$ cat config.mk
export PLATFORM = sky130hd
export DESIGN_NAME = trig_coinc_engine
export DESIGN_NICKNAME = d
export VERILOG_FILES = /design/src/rtl/trig_coinc_engine.sv
export SDC_FILE = /design/constraint.sdc
export NUM_CORES = 2
export LEC_CHECK = 0
export BUFFER_PORTS_ARGS = -buffer_cell sky130_fd_sc_hd__buf_2
export CORE_ASPECT_RATIO = 2
export CORE_MARGIN = 10
export CORE_UTILIZATION = 55
export CTS_CLUSTER_DIAMETER = 100
export CTS_CLUSTER_SIZE = 28
export DETAILED_ROUTE_END_ITERATION = 8
export PLACE_DENSITY_LB_ADDON = 0.08
export SKIP_CTS_REPAIR_TIMING = 1
export SYNTH_ARGS = -nofsm -noshare
export SYNTH_HDL_FRONTEND = slang
export SYNTH_SLANG_ARGS = --single-unit
$ cat constraint.sdc
create_clock -name clk_adc -period 6.42 [get_ports clk_adc]
set_input_delay 0.963 -clock clk_adc [delete_from_list [all_inputs] [get_ports clk_adc]]
set_output_delay 0.963 -clock clk_adc [all_outputs]
set_load 0.005 [all_outputs]
$ cat src/rtl/trig_coinc_engine.sv
// Multi-threshold coincidence trigger with prescale, dead time and record FIFO.
// Optional per-channel hit histogram enabled by defining TRIG_HISTO_EN.
module trig_coinc_engine #(
    parameter int NCH     = 64,
    parameter int NTRIG   = 8,
    parameter int CW      = 6,
    parameter int TSW     = 56,
    parameter int DEPTH   = 8,
    parameter int OUT_LEN = 16,
    parameter int NW      = $clog2(NCH + 1)
) (
    input  logic                    clk_adc,
    input  logic                    rst,
    input  logic [NCH-1:0]          coax_in,
    input  logic [NCH-1:0]          chan_mask,
    input  logic [CW-1:0]           coincidence_time,
    input  logic [7:0]              dead_time,
    input  logic [NTRIG-1:0]        trig_enable,
    input  logic [NTRIG*NW-1:0]     trig_thresh,
    input  logic [31:0]             randnum,
    input  logic [31:0]             prescale,
    input  logic                    run_gate,
    input  logic                    ts_reset,
    output logic [15:0]             coax_out,
    output logic                    rec_valid,
    input  logic                    rec_ready,
    output logic [NTRIG-1:0]        rec_trig,
    output logic [TSW-1:0]          rec_ts,
    output logic                    fifo_full,
    output logic [15:0]             drop_count,
    input  logic [$clog2(NCH)-1:0]  hist_sel,
    output logic [31:0]             hist_out
);
    localparam int GS = 8;
    localparam int NG = (NCH + GS - 1) / GS;
    localparam int PW = $clog2(GS + 1);
    localparam int AW = $clog2(DEPTH);
    localparam int OW = $clog2(OUT_LEN + 1);

    logic [NCH-1:0]    hit;
    logic              pass;
    logic [2:0]        pass_sr;
    logic [CW-1:0]     win [NCH];
    logic [NCH-1:0]    act;
    logic [NG*GS-1:0]  act_pad;
    logic [PW-1:0]     psum_c [NG];
    logic [PW-1:0]     psum [NG];
    logic [NW-1:0]     n_act_c;
    logic [NW-1:0]     n_act;
    logic [NTRIG-1:0]  sat;
    logic              fire;
    logic [7:0]        dead;
    logic [OW-1:0]     out_cnt;
    logic [TSW-1:0]    ts;
    logic              push;
    logic [NTRIG-1:0]  push_trig;
    logic [TSW-1:0]    push_ts;

    logic [NTRIG-1:0]  mem_trig [DEPTH];
    logic [TSW-1:0]    mem_ts [DEPTH];
    logic [AW:0]       wr_ptr;
    logic [AW:0]       rd_ptr;
    logic              empty;
    logic              full;
    logic              pop;
    logic              wr_en;
    logic              drop;

    always_comb begin
        act = '0;
        for (int c = 0; c < NCH; c++) act[c] = (win[c] != '0);
        act_pad = '0;
        act_pad[NCH-1:0] = act;
    end

    // Two-level tree: group sums of GS channels, then a sum of the groups.
    always_comb begin
        for (int g = 0; g < NG; g++) begin
            psum_c[g] = '0;
            for (int j = 0; j < GS; j++)
                psum_c[g] = psum_c[g] + PW'(act_pad[g*GS+j]);
        end
        n_act_c = '0;
        for (int g = 0; g < NG; g++) n_act_c = n_act_c + NW'(psum[g]);
    end

    always_comb begin
        sat = '0;
        for (int k = 0; k < NTRIG; k++)
            sat[k] = trig_enable[k] && (n_act >= trig_thresh[k*NW +: NW]);
        fire = (|sat) && pass_sr[2] && run_gate && (dead == 8'd0);
    end

    always_ff @(posedge clk_adc) begin
        for (int c = 0; c < NCH; c++) begin
            if (rst)
                win[c] <= '0;
            else if (hit[c])
                win[c] <= coincidence_time;
            else if (win[c] != '0)
                win[c] <= win[c] - CW'(1);
        end
    end

    always_ff @(posedge clk_adc) begin
        if (rst) begin
            hit       <= '0;
            pass      <= 1'b0;
            pass_sr   <= '0;
            n_act     <= '0;
            dead      <= '0;
            out_cnt   <= '0;
            ts        <= '0;
            push      <= 1'b0;
            push_trig <= '0;
            push_ts   <= '0;
            for (int g = 0; g < NG; g++) psum[g] <= '0;
        end else begin
            hit     <= ~coax_in & chan_mask;
            pass    <= (randnum <= prescale);
            pass_sr <= {pass_sr[1:0], pass};
            for (int g = 0; g < NG; g++) psum[g] <= psum_c[g];
            n_act   <= n_act_c;
            ts      <= ts_reset ? '0 : ts + TSW'(1);
            if (fire) begin
                dead    <= dead_time;
                out_cnt <= OW'(OUT_LEN);
            end else begin
                if (dead != 8'd0) dead <= dead - 8'd1;
                if (out_cnt != '0) out_cnt <= out_cnt - OW'(1);
            end
            // Record is staged one clock so the head appears two clocks after fire.
            push      <= fire;
            push_trig <= sat;
            push_ts   <= ts;
        end
    end

    assign coax_out = {16{out_cnt != '0}};

    assign empty = (wr_ptr == rd_ptr);
    assign full  = (wr_ptr[AW] != rd_ptr[AW]) &&
                   (wr_ptr[AW-1:0] == rd_ptr[AW-1:0]);
    assign pop   = !empty && rec_ready;
    assign wr_en = push && (!full || pop);
    assign drop  = push && full && !pop;

    always_ff @(posedge clk_adc) begin
        if (wr_en) begin
            mem_trig[wr_ptr[AW-1:0]] <= push_trig;
            mem_ts[wr_ptr[AW-1:0]]   <= push_ts;
        end
    end

    always_ff @(posedge clk_adc) begin
        if (rst) begin
            wr_ptr     <= '0;
            rd_ptr     <= '0;
            drop_count <= '0;
        end else begin
            if (wr_en) wr_ptr <= wr_ptr + (AW+1)'(1);
            if (pop) rd_ptr <= rd_ptr + (AW+1)'(1);
            if (drop && drop_count != 16'hFFFF)
                drop_count <= drop_count + 16'd1;
        end
    end

    assign rec_valid = !empty;
    assign fifo_full = full;
    assign rec_trig  = empty ? '0 : mem_trig[rd_ptr[AW-1:0]];
    assign rec_ts    = empty ? '0 : mem_ts[rd_ptr[AW-1:0]];

`ifdef TRIG_HISTO_EN
    logic [31:0] hcnt [NCH];

    always_ff @(posedge clk_adc) begin
        if (rst) begin
            hist_out <= '0;
            for (int c = 0; c < NCH; c++) hcnt[c] <= '0;
        end else begin
            for (int c = 0; c < NCH; c++) hcnt[c] <= hcnt[c] + 32'(hit[c]);
            hist_out <= hcnt[hist_sel];
        end
    end
`else
    logic unused_hist_sel;
    assign unused_hist_sel = ^hist_sel;
    assign hist_out = '0;
`endif

endmodule
==> results_dict.tcl <==
set metrics [dict create \
    critPathRequiredTime_ns 6.97 \
    final_nets 5653 \
    synth.yosys.seq_area_share_pct 57.09 \
    rows 166 \
    portBuffers 372 \
    io_pins 411 \
    wl_per_cell_um 19.46 \
    clk_path_buf_depth 3 \
    clock_skew_ns 0.02910 \
    multi_input_area_um2 21880 \
    synth_edf_count 896 \
    design_area_um2 60700 \
    leakage_nw 22.69 \
    r2r_slack_ns 1.92 \
    dieArea_um2 116800 \
    setup_violations 0 \
    synth_cell_types 65 \
    power_density_nw_per_um2 426.9 \
    antenna_found_initial 6 \
    grt_pass1_vias 36480 \
    yosysWarningCount 0 \
    track_usage_pct 21.27 \
    status "completed" \
    slew_violations 0 \
    firstDrtPassIters 5 \
    r2r_cells 12 \
    vias_per_cell 5.545 \
    worst_pin_slew_ns 1.138 \
    synth_area_um2 56530 \
    critPathLaunch "win[0][96]" \
    timing.rr.end "psum[0][10]" \
    period_needed_ns 4.500 \
    die_height_um 473.4 \
    syn2layout_area_growth_pct 7.384 \
    path_clk_slew_ns 0.12 \
    routed_wirelength_mm 126.0 \
    synth_top_area_share_pct 47.60 \
    power_frac_seq_pct 41.6 \
    cp-endpoint "psum[0][10]" \
    clock-root-buffer "clkbuf_16" \
    synth_area_leaders "edfxtp_1, dfxtp_1, nor2_1, mux4_2, ha_1" \
    synth_ff_type "edfxtp_1" \
    hold_viol_final 0 \
    antenna_left 0 \
    layout_setup_ws_ns 1.920 \
    cts_max_level 2 \
    irDropWorstVdd_v 0.0004602 \
    ff_latch_area_um2 32280 \
    fillers 8525 \
    fmax_ghz 0.2222 \
    grt_max_degree 174 \
    critPathArrivalTime_ns 5.05 \
    drc 0 \
    vias 35910 \
    grt_pass1_wl_mm 196.8 \
    crit_path_end_kind "register" \
    overflow 0 \
    dpl-instance-area_um2 59340 \
    clkPwrFrac_pct 14.2 \
    finalSetupTns_ns 0 \
    p_int_w 0.01632 \
    postSynth.asyncResetShare_pct 0 \
    grt_setup_unrepaired "no" \
    place_inst 6386 \
    comb_power_share_pct 44.3 \
    numCtsBuffers 47 \
    p_switching_w 0.009593 \
    drt_iter0_drc 2066 \
    reg2reg_from "win[0][96]" \
    post_synth.cell_area_avg_um2 11.51 \
    sw_frac_of_total_pct 37.01 \
    hold_class "in2reg" \
    fin_crit_sh_pct 70.10 \
    final-instance-count-excl-fill 6475 \
    netlist_instances 4911 \
    cts_tree "done" \
    worstSetupPathType "reg2reg" \
    synth_area_leader_cell "edfxtp_1" \
    cts.sinks 1164 \
    start_kind "register" \
    pre_cts_ws_ns 1.935 \
    worstPathMaxFanout 6 \
    yosys_register_bits 1164 \
    initial_core_util_pct 55.32 \
    core_um2 102200 \
    place.gp.congestion 0.8140 \
    drv_cap 0 \
    post_route_cells_drive_above_1_share_pct 12.13 \
    slew_headroom_pct 24.16 \
    hpwl_mm 83.40 \
    clock_latency_ns 0.67 \
    die_x_um 246.7 \
]
## placed cells by master (no fill, tap or decap), types with 74 or more instances in the layout
master / count
buf_2: 365
dfxtp_1: 265
a22oi_1: 153
nor3b_1: 74
nand2_1: 263
nor3_1: 309
ha_1: 226
nor2b_1: 82
nor2_1: 843
a21oi_1: 302
xor2_1: 107
edfxtp_1: 896
mux4_2: 128
inv_1: 321
xnor2_1: 200
## layout make-up
class,count,share of cell area (%)
well taps,1344,2.770
inverters,321,1.985
flip-flops and latches,1164,53.18
repair buffers,407,3.768
clock buffers,83,2.160
multi-input cells,3150,36.04
diodes,3,0.01237
clock inverters,3,0.08039
## stage by stage
stage               utilization (%)  power (W)  hold slack (ns)
finish                        59.40    0.02592           0.4315
global route                  59.40    0.02827           0.4094
detailed placement            58.07    0.02246           0.4266
global placement              58.07    0.02214           0.4223
CTS                           59.40    0.02623           0.3841
floorplan                         -    0.01979           0.4138
## worst min path at each step
stage,startpoint,to,depth (start not counted),slack (ns)
final,coax_in[3],hit[3],2,0.43
after floorplan,pass,pass_sr[0],1,0.41
after global routing,coax_in[24],hit[24],2,0.41
after global placement,pass_sr[1],pass_sr[2],1,0.42
after CTS,coax_in[12],hit[12],2,0.38
after detailed placement,pass_sr[1],pass_sr[2],1,0.43
## metal layers
| layer | up-vias | GRT usage, % | share of wire, % |
|---|---|---|---|
| li1 | 17500 | - | - |
| met1 | 17590 | 24.84 | 39 |
| met2 | 687 | 40.01 | 54 |
| met3 | 130 | 2.819 | 4.4 |
| met4 | 2 | 5.446 | 2.3 |
| met5 | - | 0 | 0.010 |
## power groups by stage
stage	Clock [W]	Combinational [W]	Sequential [W]
after floorplan	0	0.00918	0.0106
after global placement	0	0.0112	0.0109
after detailed placement	0	0.0115	0.0110
after CTS	0.00380	0.0117	0.0108
after global routing	0.00401	0.0133	0.0109
final	0.00367	0.0115	0.0108
## state kept, by name (all words and copies together), names as in the netlist, named ones only
register,flops
dead,8
drop_count,16
hit,64
mem_trig,64
mem_ts,448
n_act,7
out_cnt,5
pass,1
pass_sr,3
psum,32
push,1
push_trig,8
push_ts,56
rd_ptr,4
ts,56
win,384
wr_ptr,4
## kinds of logic after synthesis
family,share of synthesized area (%)
and+or+nand+nor,14.57
adders and majority gates,6.950
DFF,57.09
other,0.006634
buffers and inverters,4.522
muxes,6.304
AOI/OAI and AO/OA,5.803
xor gates and xnor gates,4.757
## worst max-delay path, stage by stage (launching register included)
cell      delay [ns]
edfxtp_1        0.43
inv_1           0.08
ha_1            0.17
or3b_2          0.49
nor3_1          0.64
fa_1            0.57
fa_1            0.54
fa_1            0.55
inv_1           0.04
ha_1            0.21
fa_1            0.39
xnor2_1         0.21
nor2_1          0.06
## synthesized netlist by cell type (3+ instances only)
master / instances
or3_1: 28
o211a_1: 3
nor3_1: 311
a21oi_1: 302
a211oi_1: 5
xor2_1: 107
fa_1: 55
and2_1: 11
nand2_1: 263
nand4_1: 23
and3_1: 50
a211o_1: 3
a21o_1: 16
mux4_2: 128
dfxtp_1: 268
xnor2_1: 200
o2bb2ai_1: 3
buf_2: 15
mux2i_1: 68
a22oi_1: 153
nand3_1: 42
o21ai_0: 28
and4_1: 11
ha_1: 226
edfxtp_1: 896
inv_1: 321
buf_4: 48
nand2b_1: 13
nor4_1: 3
buf_1: 18
nor3b_1: 74
nor2_1: 849
clkbuf_1: 226
nor3_2: 5
o311a_1: 7
or3b_2: 6
nor2b_1: 82
a31oi_1: 12
Note: power is estimated with default switching activity, not from simulation.
